--- src/rtl/fetch_decode_seq.sv ---
// Instruction fetch/decode sequencer: loadable instruction memory, internal PC,
// in-band jump/halt opcodes, valid/ready output with backpressure.
module fetch_decode_seq #(
  parameter int                INST_CAP = 32,
  parameter int                OP_LEN   = 4,
  parameter int                DATA_LEN = 8,
  parameter logic [OP_LEN-1:0] JMP_OP   = 4'hE,
  parameter logic [OP_LEN-1:0] HALT_OP  = 4'hF,
  localparam int               INST_LEN = OP_LEN + DATA_LEN,
  localparam int               PC_W     = $clog2(INST_CAP)
) (
  input  logic                clk,
  input  logic                rstn,
  input  logic                en,
  input  logic                ld_we,
  input  logic [PC_W-1:0]     ld_addr,
  input  logic [INST_LEN-1:0] ld_data,
  output logic                out_valid,
  input  logic                out_ready,
  output logic [OP_LEN-1:0]   op,
  output logic [DATA_LEN-1:0] data,
  output logic [PC_W-1:0]     pc,
  output logic                busy,
  output logic                halted,
  output logic                err
);

  typedef enum logic [2:0] {IDLE, FETCH, DECODE, HOLD, HALT} state_t;

  typedef struct packed {
    logic [OP_LEN-1:0]   op;
    logic [DATA_LEN-1:0] data;
  } inst_t;

  state_t              state_q, state_d;
  inst_t               mem [INST_CAP];
  inst_t               inst_q, inst_d;
  logic [PC_W-1:0]     pc_q, pc_d;
  logic [OP_LEN-1:0]   op_q, op_d;
  logic [DATA_LEN-1:0] data_q, data_d;
  logic                err_q, err_d;
  logic                stopped;
  logic                ld_ok;
  logic                jmp_ok;

  assign stopped = (state_q == IDLE) || (state_q == HALT);
  // Non-power-of-two depths leave addressable holes; writes there are dropped.
  assign ld_ok   = ld_we && stopped && (32'(ld_addr) < INST_CAP);
  // Whole data field must name a real word, so stray upper bits also fail.
  assign jmp_ok  = 32'(inst_q.data) < INST_CAP;

  always_ff @(posedge clk) begin
    if (ld_ok) mem[ld_addr] <= ld_data;
  end

  always_ff @(posedge clk or negedge rstn) begin
    if (!rstn) state_q <= IDLE;
    else       state_q <= state_d;
  end

  always_comb begin
    state_d = state_q;
    pc_d    = pc_q;
    inst_d  = inst_q;
    op_d    = op_q;
    data_d  = data_q;
    err_d   = err_q;
    case (state_q)
      IDLE, HALT: begin
        if (en) begin
          state_d = FETCH;
          pc_d    = '0;
        end
      end
      FETCH: begin
        inst_d  = mem[pc_q];
        state_d = DECODE;
      end
      DECODE: begin
        if (inst_q.op == HALT_OP) begin
          state_d = HALT;
        end else if (inst_q.op == JMP_OP) begin
          if (jmp_ok) begin
            pc_d    = inst_q.data[PC_W-1:0];
            state_d = FETCH;
          end else begin
            err_d   = 1'b1;
            state_d = HALT;
          end
        end else begin
          op_d    = inst_q.op;
          data_d  = inst_q.data;
          state_d = HOLD;
        end
      end
      HOLD: begin
        if (out_ready) begin
          pc_d    = (pc_q == PC_W'(INST_CAP - 1)) ? '0 : pc_q + PC_W'(1);
          state_d = FETCH;
        end
      end
      default: state_d = IDLE;
    endcase
  end

  always_ff @(posedge clk or negedge rstn) begin
    if (!rstn) begin
      pc_q   <= '0;
      inst_q <= '0;
      op_q   <= '0;
      data_q <= '0;
      err_q  <= 1'b0;
    end else begin
      pc_q   <= pc_d;
      inst_q <= inst_d;
      op_q   <= op_d;
      data_q <= data_d;
      err_q  <= err_d;
    end
  end

  // Output valid and status flags are pure state decodes, so async reset clears them at once.
  assign out_valid = (state_q == HOLD);
  assign busy      = !stopped;
  assign halted    = (state_q == HALT);
  assign op        = op_q;
  assign data      = data_q;
  assign pc        = pc_q;
  assign err       = err_q;

endmodule

--- config.mk ---
export PLATFORM = sky130hd
export DESIGN_NAME = fetch_decode_seq
export DESIGN_NICKNAME = d
export VERILOG_FILES = /design/src/rtl/fetch_decode_seq.sv
export SDC_FILE = /design/constraint.sdc
export NUM_CORES = 1
export LEC_CHECK = 0
export ABC_AREA = 1
export CORE_MARGIN = 2
export CORE_UTILIZATION = 30
export CTS_CLUSTER_DIAMETER = 80
export DETAILED_ROUTE_END_ITERATION = 6
export GPL_TIMING_DRIVEN = 0
export PLACE_DENSITY = 0.43
export SYNTH_ARGS = -nofsm -noshare
export SYNTH_HDL_FRONTEND = slang
export SYNTH_SLANG_ARGS = --single-unit
--- constraint.sdc ---
create_clock -name clk -period 4.06 [get_ports clk]
set_input_delay 0.609 -clock clk [delete_from_list [all_inputs] [get_ports clk]]
set_output_delay 0.609 -clock clk [all_outputs]
set_load 0.005 [all_outputs]
==> results of run 1 <==
==> state kept, by name (all words and copies together), names as in the netlist <==
signal and cells:
inst_q 12, err 1, mem 384, data 8
state_q 3, op 4, pc 5
==> logic make-up after synthesis <==
kind of cell	synth area share
adders and majority gates	0.001460
xor gates and xnor gates	0.0005113
and+or+nand+nor	0.2294
buffers and inverters	0.03732
AOI/OAI and AO/OA	0.01008
DFF	0.7212
==> power by group <==
| part | total [W] | switching [W] | internal (W) |
|---|---|---|---|
| sequential | 0.00498 | 0.000110 | 0.00487 |
| clock | 0.00415 | 0.00174 | 0.00241 |
| combinational | 0.00377 | 0.00266 | 0.00111 |
==> placed cells by master (no fill, tap or decap), types with 2 or more instances in the layout <==
master / synthesis / final
nand2_1: 540 / 540
edfxtp_1: 384 / 384
nand3_1: 326 / 326
buf_2: 46 / 58
clkbuf_16: 0 / 47
dfrtp_1: 33 / 33
nor2_1: 42 / 32
clkdlybuf4s50_1: 0 / 30
clkbuf_1: 11 / 28
inv_1: 25 / 25
buf_6: 14 / 14
buf_4: 11 / 14
nor2_2: 1 / 11
clkinv_1: 0 / 11
o21ai_1: 9 / 9
a21oi_1: 6 / 6
o21ai_2: 6 / 6
nand2_2: 6 / 6
o21ai_0: 5 / 5
inv_6: 0 / 4
bufinv_16: 0 / 4
inv_2: 3 / 3
buf_1: 3 / 3
clkinv_2: 0 / 3
nor3_1: 2 / 2
o22ai_1: 2 / 2
ha_1: 2 / 2
==> critical path: cells and delay by family (launching register included) <==
kind,cells,cell delay [ns]
buf+inv,1,0.10
simple gates,4,2.53
flops,1,0.43
==> stage by stage <==
stage	cell area [sq um]	hold slack, ns	total power (W)
final	19980	0.07570	0.01290
after global routing	19980	0.1435	0.01348
after CTS	19950	0.09657	0.01296
after detailed placement	18480	0.4554	0.008801
after global placement	18500	0.4636	0.008811
after floorplan	17130	0.3134	0.007206
==> worst paths after layout <==
kind,slack (ns),endpoint,from,depth (start not counted)
setup / recovery,0.59,mem[14][3]$_DFFE_PP_,state_q[1]$_DFFE_PN0P_,5
setup reg to reg,0.59,mem[14][3]$_DFFE_PP_,state_q[1]$_DFFE_PN0P_,5
hold reg to reg,0.46,err$_DFFE_PN0P_,err$_DFFE_PN0P_,2
max in group asynchronous,3.48,pc[1]$_DFFE_PN0P_,rstn,1
hold / removal,0.08,op[0]$_DFFE_PN0P_,rstn,1
min in group clk,0.46,err$_DFFE_PN0P_,err$_DFFE_PN0P_,2
==> metal layers <==
layer | part of all wire | GRT usage | wire length, um
met1 | 0.47 | 0.2724 | 26090
met2 | 0.45 | 0.2944 | 24850
met5 | 0 | 0 | 0
met3 | 0.065 | 0.03339 | 3620
met4 | 0.018 | 0.03988 | 1001
==> layout make-up <==
cell class                 instances  share of cell area
buffer                            86             0.02643
clock buffer                      65             0.06276
clock inverter                    23             0.01096
inverter                          29            0.005575
multi-input combinational        955              0.2084
sequential                       417              0.6186
tap                              756             0.04735
timing repair buffer              46             0.01992
==> impl_results.md, run 1 <==
* Status: finished clean
* Max Cap Viol at 0
* Final std cells w/o fill at about 2400
* GRT Overall Usage at 0.1879
* Layout cells sized above 1 at 0.1117
* Most frequent cell after synthesis: nand2_1
* Global-route wire length before repair at around 80 mm
* Asr flop ratio synth at 0.07914
* FF+latch count, synth at about 420
* Critical Path RT at between 4 and 5 ns
* Die area at between 50000 and 60000 sq um
* Initial core utilization at 0.3039
* CP dominant cell by count: nor2_1
* Worst Skew at between 0.015 and 0.02 ns
* Share of the synthesized area in the top cell type at 0.6730
* Post-CTS Resized at 0
* Dominant synthesized flop cell: edfxtp_1
* Worst-case clock buffer depth at 3
* Initial antenna violation count at 0
* Placed Instances at about 2300
* Cell accounting for the most synthesized area: edfxtp_1
* Vias per std cell at approximately 4.9
* Core Box Area at ~56000 sq um
* Worst-skew pair later-pin latency at 0.59 ns
* Global route total overflow at 0
* ANT cells at 0
* Pwr dens at between 600 and 700 nW/um^2
* Commonest cells post-synth: nand2_1, edfxtp_1, nand3_1, buf_2, nor2_1
* HPWL Detailed at between 30 and 40 mm
* Tcrit/Tclk final at 0.8550
* Cells after Synth at roughly 1500
* Setup_tns at 0 ns
* Max VDD drop at 285.5 uV
* Area grow syn2layout at 16.58%
* Clk slew on worst S/H paths at approximately 0.060 ns
* Fmax at approximately 290 MHz
* Post-route core utilization at 0.3543
* Least-Margin Pin Slew at 1.436 ns
* Drt initial violations at approximately 1000
* WS Path Type: reg2reg
* Mapped Nets at between 1500 and 2000
* Nets at between 1500 and 2000
* FILL cells at 5661
* CTS buffer count at 47
* Sequential fraction of the synthesis area at 0.7212
* Crit end category: flop
* Post-synth EDFFs at 384
* # port buffers at 42
* Final Max Tran Viols at 0
* Critical-path cell list: nor2_1 -> inv_1 -> nor2_1 -> nand3_1 -> nor2_1
* Routed via count at 11600
* WL final at between 50 and 60 mm
* Hold Path Class: in2async
* Post-synthesis area per instance at roughly 12 sq um
* Cell Area, Synth at about 17000 sq um
* CTS tree: yes
* Die span in y at approximately 240 um
* Startpoint Class: flop
* Critical-path maximum fanout at 12
* Post-DRT Antenna Nets at 0
* Arrival time at the worst endpoint at about 3.7 ns
* # hold bufs at CTS at 0
* Routed len/inst at 23.37 um
* CTS H-tree lvls at 2
* Root Buffer Master: clkbuf_16
* Slowest stage delay, CP at 1.24 ns
* Post-CTS setup repair buffer count at 0
* Yosys warning count at 0
* Pin count of the biggest net entering global routing at 34
* Synth unique cells at 31
* # rows at between 80 and 90
* RSZ-0062 raised after global routing: no
* Worst Setup Slack, final at ~0.59 ns
* Clock sink count at 417
* Minimum clock period at 3.471 ns
* Area of the multi-input gates at 4163 sq um
* Final hold vios at 0
* Worst rel slew slack at 0.03922
* DRC at 0
* Slowest stage cell, crit path: nor2_1
* Routability Congestion at slightly below 0.9
* Setup WS pre-CTS at approximately 0.28 ns
* Pre-Repair DR Iteration Count at 7
* IO Count at between 40 and 50
* Leak at between 7 and 8 nW
* Top cells by area, synth: edfxtp_1, nand2_1, nand3_1, dfrtp_1, buf_2
* # setup viols final at 0
* FF+latch area at around 12000 sq um
* Vias in the first global route at between 10000 and 15000
* Die W at 243.0 um
No activity file was read; power rests on OpenSTA's default activity.
==> run 2, diff against run 1 <==
--- a/config.mk
+++ b/config.mk
@@ -6,7 +6,6 @@
 export NUM_CORES = 1
 export LEC_CHECK = 0
 export ABC_AREA = 1
-export CORE_MARGIN = 2
 export CORE_UTILIZATION = 30
 export CTS_CLUSTER_DIAMETER = 80
 export DETAILED_ROUTE_END_ITERATION = 6
==> run 2 against run 1 <==
Net effect: clock skew grew 0.0058 ns; worst hold slack gained 0.034 ns; via count shrank 1.4%; sequential share of layout area is essentially flat; utilization is essentially flat; critical endpoint is now mem[26][9]$_DFFE_PP_; largest power group unchanged.
==> impl_results.md, run 2 (synthesized netlist as in run 1, its figures left out) <==
* Status: finished clean
* Setup_tns at 0 ns
* Nets at about 1600
* # setup viols final at 0
* Initial core utilization at 0.3039
* Root Buffer Master: clkbuf_16
* Leak at 7.298 nW
* Final std cells w/o fill at 2375
* Placed Instances at between 2000 and 2500
* Minimum clock period at around 3.4 ns
* Fmax at ~300 MHz
* CTS H-tree lvls at 2
* Worst-case clock buffer depth at 3
* Number of flip-flops in the largest register at 384
* DRC at 0
* Post-DRT Antenna Nets at 0
* Worst Skew at ~0.022 ns
* Startpoint Class: flop
* Max Cap Viol at 0
* Final hold vios at 0
* Vias per std cell at about 4.8
* Routed len/inst at ~23 um
* Die span in y at between 200 and 250 um
* Layout cells sized above 1 at 0.1119
* Arrival time at the worst endpoint at 3.57 ns
* Global route total overflow at 0
* Die area at 58070 sq um
* CTS buffer count at 48
* Reg with most FFs: mem
* Initial antenna violation count at 0
* Routability Congestion at between 0.8 and 0.9
* Core Box Area at approximately 56000 sq um
* WL final at about 56 mm
* Commonest non-fill, non-tap cell in the layout: nand2_1
* Post-CTS Resized at 0
* # rows at 87
* GRT Overall Usage at 0.1949
* Pwr dens at 636.3 nW/um^2
* Global-route wire length before repair at approximately 80 mm
* Hold slack at 0.1099 ns
* Worst-skew pair later-pin latency at slightly below 0.6 ns
* Max VDD drop at 312.5 uV
* Crit end category: flop
* Clk slew on worst S/H paths at roughly 0.050 ns
* Post-CTS setup repair buffer count at 0
* Final Max Tran Viols at 0
* RSZ-0062 raised after global routing: no
* Hold Path Class: in2async
* HPWL Detailed at 37.62 mm
* FILL cells at between 5000 and 6000
* Worst rel slew slack at 0.07549
* Die W at 241.0 um
* Vias in the first global route at about 11000
* # port buffers at 42
* Clock sink count at about 420
* Critical Path RT at 4.24 ns
* CTS tree: yes
* # hold bufs at CTS at 0
* Least-Margin Pin Slew at roughly 1.4 ns
* Tcrit/Tclk final at 0.8337
* Pre-Repair DR Iteration Count at 5
* WS Path Type: reg2reg
* Worst R2R Path Depth at 5
* Post-route core utilization at 0.3541
* Critical-path maximum fanout at 12
* Routed via count at about 11000
* FF+latch area at ~12000 sq um
* Pin count of the biggest net entering global routing at 34
* Drt initial violations at 1061
* Area grow syn2layout at 16.55%
* IO Count at 43
* Area of the multi-input gates at ~4200 sq um
* Most frequent cells in the layout: nand2_1, edfxtp_1, nand3_1, buf_2, clkbuf_16
==> run 2: through the flow <==
step / cell area (sq um) / total power (W) / worst slack, ns
finish: 19970 / 0.01271 / 0.6753
global route: 19970 / 0.01330 / 0.5363
CTS: 19950 / 0.01281 / 0.7202
detailed placement: 18550 / 0.008846 / 0.2692
global placement: 18500 / 0.008839 / 0.1114
floorplan: 17130 / 0.007206 / 2.071
==> run 2: area by class of cell <==
type,instances,share of cell area
multi-input combinational,955,0.2088
clock inverter,17,0.005702
timing repair buffer,48,0.02262
tap,756,0.04737
antenna,1,0.0001253
sequential,417,0.6188
inverter,29,0.005576
clock buffer,66,0.06454
buffer,86,0.02644
==> run 2: power breakdown <==
group	internal, W	switching, W	leakage (nW)	total [W]
clock network	0.00227	0.00169	0.677	0.00395
registers	0.00487	0.000106	3.87	0.00497
logic	0.00111	0.00267	2.75	0.00378
total	0.00824	0.00446	7.30	0.0127
==> run 2: metal layers <==
layer / GRT usage / part of all wire
met1: 0.2881 / 0.49
met2: 0.2975 / 0.44
met3: 0.02814 / 0.052
met4: 0.05198 / 0.019
met5: 0 / 0
==> run 2: path summary, 6_finish.rpt <==
path                                             start                    to  slack (ns)
worst min register to register     data[5]$_DFFE_PN0P_   data[5]$_DFFE_PN0P_        0.47
worst max-delay path            state_q[1]$_DFFE_PN0P_  mem[26][9]$_DFFE_PP_        0.68
max in group asynchronous                         rstn     pc[3]$_DFFE_PN0P_        3.47
min in group clk                   data[5]$_DFFE_PN0P_   data[5]$_DFFE_PN0P_        0.47
worst min-delay path                              rstn     op[3]$_DFFE_PN0P_        0.11
worst max register to register  state_q[1]$_DFFE_PN0P_  mem[26][9]$_DFFE_PP_        0.68
==> run 2: critical path, cell delays in order (launching register included) <==
cell	delay (ns)
dfrtp_1	0.43
nor2_1	0.14
inv_1	0.10
nor2_1	0.59
nand3_1	0.53
nor2_1	1.18
==> RTL edit 1 (flow settings as in run 1) <==
Re-encode `state_t` (5 states) as one-hot, 5 bits wide.
--- a/src/rtl/fetch_decode_seq.sv
+++ b/src/rtl/fetch_decode_seq.sv
@@ -25,7 +25,7 @@
   output logic                err
 );
 
-  typedef enum logic [2:0] {IDLE, FETCH, DECODE, HOLD, HALT} state_t;
+  typedef enum logic [4:0] {IDLE = 5'b00001, FETCH = 5'b00010, DECODE = 5'b00100, HOLD = 5'b01000, HALT = 5'b10000} state_t;
 
   typedef struct packed {
     logic [OP_LEN-1:0]   op;
Behaviour: no difference found for any inputs over 4 cycles, from zero or initial values and one cycle with rstn low; so few cycles prove little.
==> RTL edit 1 against run 1 <==
  * Worst hold slack gained 45 ps
  * Die area is 0.43% higher
  * Design area is 0.55% higher
  * Non-clock buffer count decreased by 7
  * Clock skew grew 7.8 ps
  * Routed wire length is 7.5% lower
  * Worst setup slack better by 360 ps
  * Sequential cell count grew 2
  * Fmax up 12%
  * Synthesized area is 0.44% higher
  * Critical path depth is 3 higher
  * Global-route usage decreased by 1.4 points
  * Highest routed layer unchanged
Power is not compared: it rests on default switching activity, and its combinational part moved more than twofold at a synthesized area within 25%.
==> RTL edit 1: results (changes against run 1) <==
metric,value,unit,change
status,"complete, no violations",,
Nets,1611,,+0.31%
reg2reg setup slack,950,ps,+360 ps
CTS Buf Count,49,,+4.3%
FF-to-FF End,mem[10][0],,
Syn Inst Count,1493,,+0.40%
DR pass1 iterations,5,,-2
Top reg by flops,mem,,
met1 usage,24.3,%,-3.0 points
Post-DP Area,18500,um2,+0.35%
layout cells sized above 1,10.4,%,-0.72 points
Yosys cell types,33,,+6.5%
Slew headroom,16.0,%,+12 points
Non-Filler Instances,2383,,+0.25%
crit path from,state_q[0],,
xor/xnor share of the synthesized area,0.102,%,+0.051 points
first-pass GRT wire length,74200,um,-6.9%
largest net degree at the start of global routing,36,,+5.9%
Hold Slack,121,ps,+45.3 ps
met3 WL,2570,um,-29%
sequential share of the synthesized area,72.1,%,about the same
mux share of post-synthesis cell area,0.545,%,+0.55 points
post-synthesis adder-cell area fraction,0.145,%,-0.00064 points
leading post-synthesis cells by cell area,"edfxtp_1 67%, nand2_1 13%, nand3_1 6.5%",,
GRT Util Overall,17.3,%,-1.4 points
ys async rst share,8.35,%,+0.44 points
Worst Reg2Reg Path Length in Cells,8,,+3
fill count,5662,,+0.018%
"Largest stage delay, worst path",990,ps,-250 ps
DP HPWL,33600,um,-9.8%
routed len/inst,21.6,um,-7.7%
Post-Place Cells,2292,,+0.22%
wl on met1,24000,um,-8.0%
grt met3 use,2.65,%,-0.68 points
Core Footprint,56600,um2,+0.39%
Synth Area in Compound Gates,2.25,%,+1.2 points
## RTL edit 1: cell type report
cell class / instances / area (um2) / share of cell area, %
Tap cell: 756 / 946 / 4.71
Clock inverter: 29 / 251 / 1.25
Buffer: 82 / 527 / 2.62
Multi-Input combinational cell: 970 / 4190 / 20.9
Sequential cell: 419 / 12400 / 61.8
Clock buffer: 62 / 1300 / 6.45
Timing Repair Buffer: 43 / 383 / 1.91
Inverter: 22 / 85.1 / 0.424
## RTL edit 1: cells by family (layout without fill, tap and decap cells)
family / after synthesis / count (layout)
adders and majority gates: 2 / 2
DFF: 419 / 419
buffers and inverters: 104 / 238
and+or+nand+nor: 883 / 883
muxes: 8 / 8
xor gates and xnor gates: 2 / 2
AOI/OAI and AO/OA: 75 / 75
## RTL edit 1: critical path: cells and delay by family, from the launching register on
kind,cells,cell delay [ps]
and+or+nand+nor,6,1930
DFF,1,560
buffers and inverters,2,210
==> RTL edit 2 (flow settings as in run 1) <==
Made on the original files. The parameter `INST_CAP` goes from 32 to 64.
--- a/src/rtl/fetch_decode_seq.sv
+++ b/src/rtl/fetch_decode_seq.sv
@@ -1,7 +1,7 @@
 // Instruction fetch/decode sequencer: loadable instruction memory, internal PC,
 // in-band jump/halt opcodes, valid/ready output with backpressure.
 module fetch_decode_seq #(
-  parameter int                INST_CAP = 32,
+  parameter int                INST_CAP = 64,
   parameter int                OP_LEN   = 4,
   parameter int                DATA_LEN = 8,
   parameter logic [OP_LEN-1:0] JMP_OP   = 4'hE,
Ports: changed (resized ld_addr and pc); port bits go from 43 to 45. No check against the original RTL was run, so the function may have changed too.
==> RTL edit 2 against run 1 <==
  * The run now ends with negative setup slack left
  * Sequential share of layout area down 3.2 points
  * Worst setup slack got worse by 600 ps
  * Synthesized area is 100% higher
  * Design area grew 100%
  * Routed wire length rose by 120%
  * Sequential cell count grew 385
  * Power up 99%
  * Clock skew grew 3.1 ps
  * Largest cell class unchanged
==> RTL edit 2: results (changes against run 1) <==
metric,value,unit,change
status,finished with violations,,
Setup Viol. Count Final,10,,+10
Max rail drop VDD,0.304,mV,+6.4%
Post-synth EDFFs,768,,+100%
first-pass GRT wire length,174000,um,+120%
mux share of post-synthesis cell area,0.225,%,+0.23 points
Post-DP Area,37800,um2,+100%
clock skew,19.5,ps,+3.08 ps
CTS Buf Count,91,,+94%
layout cells sized above 1,11.6,%,+0.47 points
Fin Setup TNS,-32.3,ps,-32.3 ps
failing checks,negative setup slack,,
Hold WC Path Type,in -> reg,,
post-synthesis adder-cell area fraction,0.0358,%,-0.11 points
top post-synthesis cells by count,"1252 x nand2_1, 768 x edfxtp_1, 399 x inv_1, 382 x nand3_1, 88 x nor2_1",,
largest net degree at the start of global routing,65,,+91%
GRT Util Overall,20.5,%,+1.7 points
Worst Slack Setup Final,-6.19,ps,-595 ps
Nets,3504,,+120%
Detail Route met2 WL,54300,um,+120%
WP data arrival,4340,ps,+670 ps
FF-to-FF End,mem[51][6],,
DRT iter0 DRCs,2369,,+140%
Slew headroom,14.4,%,+10 points
M2 GR Usage,31.1,%,+1.7 points
RTL edit 2: cell types whose count changed in the layout (fill, tap and decap cells not counted), moves of 22 or more:
| cell | run 1 | this run |
|---|---|---|
| nor2_2 | 11 | 55 |
| nand2_1 | 540 | 1252 |
| inv_1 | 25 | 399 |
| clkbuf_16 | 47 | 91 |
| or2_0 | 0 | 55 |
| buf_4 | 14 | 36 |
| nand3_1 | 326 | 382 |
| edfxtp_1 | 384 | 768 |
| nor3_1 | 2 | 25 |
| o211ai_2 | 0 | 43 |
RTL edit 2: report_power, final:
group	internal (mW)	switching [mW]
registers	9.25	0.200
logic	2.14	5.85
clock network	4.75	3.43
total	16.1	9.48
RTL edit 2: timing repair:
item	4_1_cts	5_1_grt
endpoints found under the hold margin	34	0
endpoints found under the setup margin	71	384
hold buffers	1	0
resized for setup	10	26
RTL edit 2: area by class of cell:
class,count,share of cell area [%]
antenna,2,0.0123
buffer,170,2.34
clock buffer,107,5.83
clock inverter,54,1.33
inverter,403,3.71
multi-input combinational,1943,21.4
sequential,802,58.6
tap,1524,4.67
timing repair buffer,69,2.13
RTL edit 2: worst max-delay path by stage:
stage | to | slack (ps) | depth (start not counted)
after floorplan | mem[0][0] | 1860 | 4
after global placement | mem[43][10] | -740 | 5
after detailed placement | mem[35][1] | -450 | 5
after CTS | mem[27][7] | -30 | 5
after global routing | mem[3][7] | -270 | 5
final | mem[51][6] | -6 | 5
RTL edit 2: worst max-delay path: stages, from the launching register on:
cell and delay (ps):
dfrtp_1 410, nor2_1 130, inv_1 130, nor2_1 570, nand4_1 1060, nor2_1 1350
RTL edit 2: through the flow:
step / util (%) / power, mW
after floorplan: - / 13.8
after global placement: 32.2 / 17.5
after detailed placement: 32.6 / 17.5
after CTS: 35.1 / 25.8
after global routing: 35.2 / 26.7
final: 35.2 / 25.6
